==> src/rtl/rover_drive_sequencer.sv <==
// Purpose : rover drive sequencer; syncs and debounces the line/proximity sensors, runs the follow/avoid/search FSM, PWM-gates the motor drive.
// Latency : raw sensor edge -> filtered value 2+DEBOUNCE_CYC cycles; filtered value -> state/cmd 1 cycle; cmd -> motor_cmd 1 more cycle.
// Backpressure: none; free-running, every output updates each cycle; enable=0 forces IDLE/STOP on the next clock.
//
// Ports:
//   clk, rst_n   : clock, asynchronous active-low reset
//   induct[2:0]  : raw inductive sensors {left, centre, right}, asynchronous to clk
//   proxim       : raw proximity sensor, 1 = obstacle, asynchronous to clk
//   enable       : run request (synchronous)
//   duty         : PWM duty; all-ones = always on, 0 = always off
//   motor_cmd    : registered H-bridge drive
//   state_o      : current FSM state encoding
//   obst_count   : completed avoid manoeuvres, saturating at 255
//   fault        : SEARCH timed out; sticky until rst_n
//   busy         : 1 in any state except IDLE
module rover_drive_sequencer #(
  parameter int unsigned DEBOUNCE_CYC  = 4,
  parameter int unsigned OBST_HOLD_CYC = 16,
  parameter int unsigned REV_CYC       = 8,
  parameter int unsigned PIVOT_CYC     = 12,
  parameter int unsigned LOST_CYC      = 32,
  parameter int unsigned PWM_BITS      = 4
) (
  input  logic                clk,
  input  logic                rst_n,
  input  logic [2:0]          induct,
  input  logic                proxim,
  input  logic                enable,
  input  logic [PWM_BITS-1:0] duty,
  output logic [3:0]          motor_cmd,
  output logic [2:0]          state_o,
  output logic [7:0]          obst_count,
  output logic                fault,
  output logic                busy
);

  typedef enum logic [2:0] {
    ST_IDLE    = 3'd0,
    ST_FOLLOW  = 3'd1,
    ST_OBST    = 3'd2,
    ST_REVERSE = 3'd3,
    ST_PIVOT   = 3'd4,
    ST_SEARCH  = 3'd5
  } state_e;

  localparam logic [3:0] CMD_STOP  = 4'b0000;
  localparam logic [3:0] CMD_FWD   = 4'b0101;
  localparam logic [3:0] CMD_LEFT  = 4'b1010;
  localparam logic [3:0] CMD_RIGHT = 4'b0110;
  localparam logic [3:0] CMD_REV   = 4'b1001;

  localparam logic TURN_LEFT  = 1'b0;
  localparam logic TURN_RIGHT = 1'b1;

  // One shared state timer is enough: only one state's timer is live at a
  // time and every timer restarts on state entry.
  localparam int unsigned TMR_W = 16;
  localparam logic [TMR_W-1:0] TMR_ONE     = TMR_W'(1);
  localparam logic [TMR_W-1:0] LOST_LAST   = TMR_W'(LOST_CYC - 1);
  localparam logic [TMR_W-1:0] HOLD_LAST   = TMR_W'(OBST_HOLD_CYC - 1);
  localparam logic [TMR_W-1:0] REV_LAST    = TMR_W'(REV_CYC - 1);
  localparam logic [TMR_W-1:0] PIVOT_LAST  = TMR_W'(PIVOT_CYC - 1);
  localparam logic [TMR_W-1:0] SEARCH_LAST = TMR_W'(4 * LOST_CYC - 1);
  localparam logic [7:0]       DB_LAST     = 8'(DEBOUNCE_CYC - 1);

  // ---------------------------------------------------------------------------
  // Input path: bit order {left, centre, right, proxim}
  // ---------------------------------------------------------------------------
  logic [3:0]      sync1_q, sync2_q;
  logic [3:0]      filt_q, filt_d;
  logic [3:0][7:0] db_cnt_q, db_cnt_d;

  always_ff @(posedge clk or negedge rst_n) begin
    if (!rst_n) begin
      sync1_q <= '0;
      sync2_q <= '0;
    end else begin
      sync1_q <= {induct, proxim};
      sync2_q <= sync1_q;
    end
  end

  // A bit's counter runs only while the synchronised value disagrees with the
  // filtered one; the filtered bit flips on the DEBOUNCE_CYC-th disagreeing
  // cycle. Any agreeing cycle (a bounce back) zeroes the count.
  always_comb begin
    filt_d   = filt_q;
    db_cnt_d = '0;
    for (int b = 0; b < 4; b++) begin
      if (sync2_q[b] != filt_q[b]) begin
        if (db_cnt_q[b] == DB_LAST) begin
          filt_d[b] = sync2_q[b];
        end else begin
          db_cnt_d[b] = db_cnt_q[b] + 8'd1;
        end
      end
    end
  end

  always_ff @(posedge clk or negedge rst_n) begin
    if (!rst_n) begin
      filt_q   <= '0;
      db_cnt_q <= '0;
    end else begin
      filt_q   <= filt_d;
      db_cnt_q <= db_cnt_d;
    end
  end

  logic [2:0] ind_f;
  logic       prox_f;
  assign ind_f  = filt_q[3:1];
  assign prox_f = filt_q[0];

  // ---------------------------------------------------------------------------
  // Sequencing FSM
  // ---------------------------------------------------------------------------
  state_e           state_q, state_d;
  logic [TMR_W-1:0] tmr_q, tmr_d;
  logic [3:0]       cmd_q, cmd_d;
  logic             last_turn_q, last_turn_d;
  logic             fault_q, fault_d;
  logic [7:0]       obst_cnt_q, obst_cnt_d;

  always_ff @(posedge clk or negedge rst_n) begin
    if (!rst_n) begin
      state_q     <= ST_IDLE;
      tmr_q       <= '0;
      cmd_q       <= CMD_STOP;
      last_turn_q <= TURN_LEFT;
      fault_q     <= 1'b0;
      obst_cnt_q  <= '0;
    end else begin
      state_q     <= state_d;
      tmr_q       <= tmr_d;
      cmd_q       <= cmd_d;
      last_turn_q <= last_turn_d;
      fault_q     <= fault_d;
      obst_cnt_q  <= obst_cnt_d;
    end
  end

  always_comb begin
    state_d     = state_q;
    tmr_d       = tmr_q;
    cmd_d       = cmd_q;
    last_turn_d = last_turn_q;
    fault_d     = fault_q;
    obst_cnt_d  = obst_cnt_q;

    if (!enable) begin
      state_d = ST_IDLE;
      tmr_d   = '0;
    end else begin
      unique case (state_q)
        ST_IDLE: begin
          if (!fault_q) state_d = ST_FOLLOW;
        end
        ST_FOLLOW: begin
          // Obstacle wins over steering; the timer here is the lost-line run.
          if (prox_f) begin
            state_d = ST_OBST;
          end else if (ind_f == 3'b000) begin
            if (tmr_q == LOST_LAST) state_d = ST_SEARCH;
            else                    tmr_d   = tmr_q + TMR_ONE;
          end else begin
            tmr_d = '0;
          end
        end
        ST_OBST: begin
          if (!prox_f)                 state_d = ST_FOLLOW;
          else if (tmr_q == HOLD_LAST) state_d = ST_REVERSE;
          else                         tmr_d   = tmr_q + TMR_ONE;
        end
        ST_REVERSE: begin
          if (tmr_q == REV_LAST) state_d = ST_PIVOT;
          else                   tmr_d   = tmr_q + TMR_ONE;
        end
        ST_PIVOT: begin
          // Only a pivot that runs its full length counts as a manoeuvre.
          if (tmr_q == PIVOT_LAST) begin
            state_d = ST_SEARCH;
            if (obst_cnt_q != 8'hFF) obst_cnt_d = obst_cnt_q + 8'd1;
          end else begin
            tmr_d = tmr_q + TMR_ONE;
          end
        end
        ST_SEARCH: begin
          if (prox_f) begin
            state_d = ST_OBST;
          end else if (ind_f != 3'b000) begin
            state_d = ST_FOLLOW;
          end else if (tmr_q == SEARCH_LAST) begin
            state_d = ST_IDLE;
            fault_d = 1'b1;
          end else begin
            tmr_d = tmr_q + TMR_ONE;
          end
        end
        default: state_d = ST_IDLE;
      endcase
    end

    if (state_d != state_q) tmr_d = '0;

    // The command is chosen for the state being entered, so cmd_q always
    // belongs to state_q.
    unique case (state_d)
      ST_FOLLOW: begin
        unique case (ind_f)
          3'b010, 3'b111: cmd_d = CMD_FWD;
          3'b001, 3'b011: begin
            cmd_d       = CMD_LEFT;
            last_turn_d = TURN_LEFT;
          end
          3'b100, 3'b110: begin
            cmd_d       = CMD_RIGHT;
            last_turn_d = TURN_RIGHT;
          end
          default: cmd_d = cmd_q;  // 000 / 101: keep the last heading
        endcase
      end
      ST_REVERSE: cmd_d = CMD_REV;
      ST_PIVOT:   cmd_d = (last_turn_q == TURN_LEFT) ? CMD_RIGHT : CMD_LEFT;
      ST_SEARCH:  cmd_d = (last_turn_q == TURN_LEFT) ? CMD_LEFT  : CMD_RIGHT;
      default:    cmd_d = CMD_STOP;
    endcase
  end

  // ---------------------------------------------------------------------------
  // PWM output stage
  // ---------------------------------------------------------------------------
  logic [PWM_BITS-1:0] pwm_cnt_q, pwm_cnt_d;
  logic [3:0]          motor_q, motor_d;
  logic                pwm_on;

  always_comb begin
    pwm_cnt_d = pwm_cnt_q + PWM_BITS'(1);
    // All-ones duty is treated as full on, otherwise it would miss one slot.
    pwm_on    = (pwm_cnt_q < duty) || (duty == '1);
    motor_d   = pwm_on ? cmd_q : CMD_STOP;
  end

  always_ff @(posedge clk or negedge rst_n) begin
    if (!rst_n) begin
      pwm_cnt_q <= '0;
      motor_q   <= CMD_STOP;
    end else begin
      pwm_cnt_q <= pwm_cnt_d;
      motor_q   <= motor_d;
    end
  end

  assign motor_cmd  = motor_q;
  assign state_o    = state_q;
  assign obst_count = obst_cnt_q;
  assign fault      = fault_q;
  assign busy       = (state_q != ST_IDLE);

endmodule

==> config.mk <==
export PLATFORM = sky130hd
export DESIGN_NAME = rover_drive_sequencer
export DESIGN_NICKNAME = d
export VERILOG_FILES = /design/src/rtl/rover_drive_sequencer.sv
export SDC_FILE = /design/constraint.sdc
export NUM_CORES = 1
export LEC_CHECK = 0
export CELL_PAD_IN_SITES_DETAIL_PLACEMENT = 0
export CELL_PAD_IN_SITES_GLOBAL_PLACEMENT = 1
export CORE_MARGIN = 2
export CORE_UTILIZATION = 42
export CTS_CLUSTER_DIAMETER = 60
export DETAILED_ROUTE_END_ITERATION = 10
export PLACE_DENSITY = 0.8
export SKIP_CTS_REPAIR_TIMING = 1
export SKIP_LAST_GASP = 1
export SLEW_MARGIN = 30
export SYNTH_ARGS = -nofsm -noshare
export SYNTH_HDL_FRONTEND = slang
export SYNTH_SLANG_ARGS = --single-unit
==> constraint.sdc <==
create_clock -name clk -period 2.6 [get_ports clk]
set_clock_uncertainty 0.2 [all_clocks]
set_input_delay 0.52 -clock clk [delete_from_list [all_inputs] [get_ports clk]]
set_output_delay 0.52 -clock clk [all_outputs]
set_load 0.02 [all_outputs]
==> metrics.cfg <==
[status]
status=finished, violations left
failed_checks=negative setup slack

[synth]
ys_warn_count=0
net_count_synth=453
synth_edf_count=0
syn-instance-count=432
asyncSetResetFlopFracSynth_pct=100
seq_area_frac_synth_pct=48.3
synthFlopType=dfrtp_1
netlist_area_mm2=0.00441
synthesis.area_per_instance_um2=10.2
synth-seq-cells=85
synthDistinctLibCells=63

[clock_network]
cts.sinks=85
clock-root-buffer=clkbuf_8
tritoncts=done
clkTransAtPathRegs_ps=80
htreeDepth=3
worst_skew_pair.late_latency_ps=350
cts_buffer_depth=2
cts_inserted_buffers=9

[final_layout]
num-nets-final=523
most-common-layout-cells=dfrtp_1, nor2_1, buf_4
drive_above_1_share_pct=22.3
stdcell_area_mm2=0.00545
area_growth_pct=23.6
antenna_cells=0
ff_latch_area_mm2=0.00213
multi_input_logic_area_mm2=0.00223
final_common_cell=dfrtp_1
layout_filler_cell_count=937

[worst_setup_path]
critPathRequiredTime_ps=2670
worst_setup_path_start_kind=flip-flop
crit_arrival_ps=2810
crit_fanout=6
timing_worst_setup_path_type=flip-flop to flip-flop
worstSetupEndpointType=flip-flop

[routing]
routed_wl_mm=8.82
iter_0_drt_violations=126
antenna_violating_nets_post_route=0
detail_route.drc_violations=0
drtPass1Iterations=5
wl_met2_mm=4.06
wl_met3_um=357
met1_routed_wirelength_after_detailed_routing_mm=4.30
routed_via_count=3329
via_per_inst=5.18
top_signal_layer_used=met4
post_drt_wl_per_cell_um=13.7

[placement]
post_dp_cell_area_mm2=0.00510
portBuffers=27
post_placement_setup_slack_ps=-156
place.gp.congestion=0.921
detailed_place_hpwl_mm=6.35

[sta]
totalNegativeSetupSlack_ps=-2270
final_critical_period_ps=2730
finalCritPeriodShare_pct=105
post-route-worst-setup-slack_ps=-134
slew_viol_final=0
slew-limit-headroom_pct=67.5
hold_viol_final=0
rsz0062_at_grt=true
max_freq_mhz=366
tightestPinTransition_ps=487
setup_violations=23

[flow_run]
cap_violations=0

[floorplanning]
coreArea_mm2=0.0103
design.portCount=28
fp.dieW_um=106
fp.dieArea_mm2=0.0113
floorplan.initialDensity_pct=42.9
placementRows=37
die_h_um=106

[global_route]
grt.overflow.total=0
grtUsageTotal_pct=17.0
grt_max_degree=38
grt_antenna_before_repair=0
via_count_of_the_first_global_routing_pass=3339
grt_pass1_wl_mm=15.5

[pwr]
worst_case_vdd_ir_drop_uv=408
power_density_over_cell_area_mw_per_mm2=769
total_leakage_power_uw=0.00241

[worst_hold_path]
worstHoldPathType=flip-flop to flip-flop

==> metal layers <==
metal | track usage [%] | up-vias
met5 | 0 | -
met4 | 5.66 | 0
met1 | 23.1 | 1602
met2 | 26.9 | 55
li1 | - | 1661
met3 | 3.86 | 11
==> layout make-up <==
| type | instances | share of cell area, % |
|---|---|---|
| sequential | 85 | 39.1 |
| multi-input combinational | 324 | 41.0 |
| timing repair buffer | 73 | 11.9 |
| tap | 136 | 3.12 |
| clock inverter | 5 | 1.52 |
| inverter | 9 | 0.620 |
| clock buffer | 11 | 2.78 |
==> cells in the mapped netlist, types with 5 or more instances <==
cell type,count,area share (%)
dfrtp_1,85,48
nor2_1,51,4.3
nand2_1,27,2.3
nand3_1,27,3.1
xor2_1,26,5.2
o21ai_0,23,2.6
a21oi_1,14,1.6
nor3_1,14,1.6
and3_1,13,1.8
xnor2_1,13,2.6
or3_1,12,1.7
a21oi_2,10,2.0
ha_1,10,2.8
inv_1,9,0.77
buf_2,5,0.57
mux2_2,5,1.3
nor2b_1,5,0.71
or3b_2,5,0.99
==> final timing paths <==
| path | cells after the start | from | to | slack (ps) |
|---|---|---|---|---|
| max in group asynchronous | 3 | rst_n | db_cnt_q[9] | 1050 |
| worst max-delay path | 9 | tmr_q[10] | tmr_q[5] | -130 |
| worst min register to register | 0 | sync1_q[0] | sync2_q[0] | 150 |
| worst max register to register | 9 | tmr_q[10] | tmr_q[5] | -130 |
| min in group asynchronous | 2 | rst_n | db_cnt_q[2] | 460 |
| worst min-delay path | 0 | sync1_q[0] | sync2_q[0] | 150 |
==> power breakdown <==
| group | internal, µW | switching (µW) | leakage [µW] |
|---|---|---|---|
| clock network | 595 | 465 | 0.000120 |
| logic | 685 | 790 | 0.00115 |
| registers | 1500 | 157 | 0.00113 |
| total | 2780 | 1410 | 0.00241 |
==> state kept, by name, summed over array words and instances, names as in the netlist <==
register	flops
db_cnt_q	32
tmr_q	16
obst_count	8
cmd_q	4
filt_q	4
motor_cmd	4
pwm_cnt_q	4
sync1_q	4
sync2_q	4
state_o	3
fault	1
last_turn_q	1
==> critical path, stage by stage (launching register included) <==
cell and delay, ps:
dfrtp_1 390, or4_4 580, nor4_4 290, buf_6 170, and3_2 210, nor4_4 60
nand4bb_1 220, a31o_4 270, buf_4 150, a21oi_1 110
==> cells by family after synthesis <==
logic type                 after synthesis  share of synthesized area, %
xor gates and xnor gates                39                          7.75
and+or+nand+nor                        203                          26.7
AOI/OAI and AO/OA                       66                          9.91
adders and majority gates               10                          2.84
DFF                                     85                          48.3
muxes                                    6                          1.50
buffers and inverters                   23                          3.01
==> per-stage QoR <==
step	cells	utilization [%]	total power, µW	hold WS, ps
finish	643	53.0	4190	152
global route	643	53.0	4490	164
CTS	637	51.9	4210	-67.0
detailed placement	621	49.6	3130	136
global placement	621	49.6	3120	136
floorplan	432	-	2640	24.4
Power figures use the tool's default switching activity.
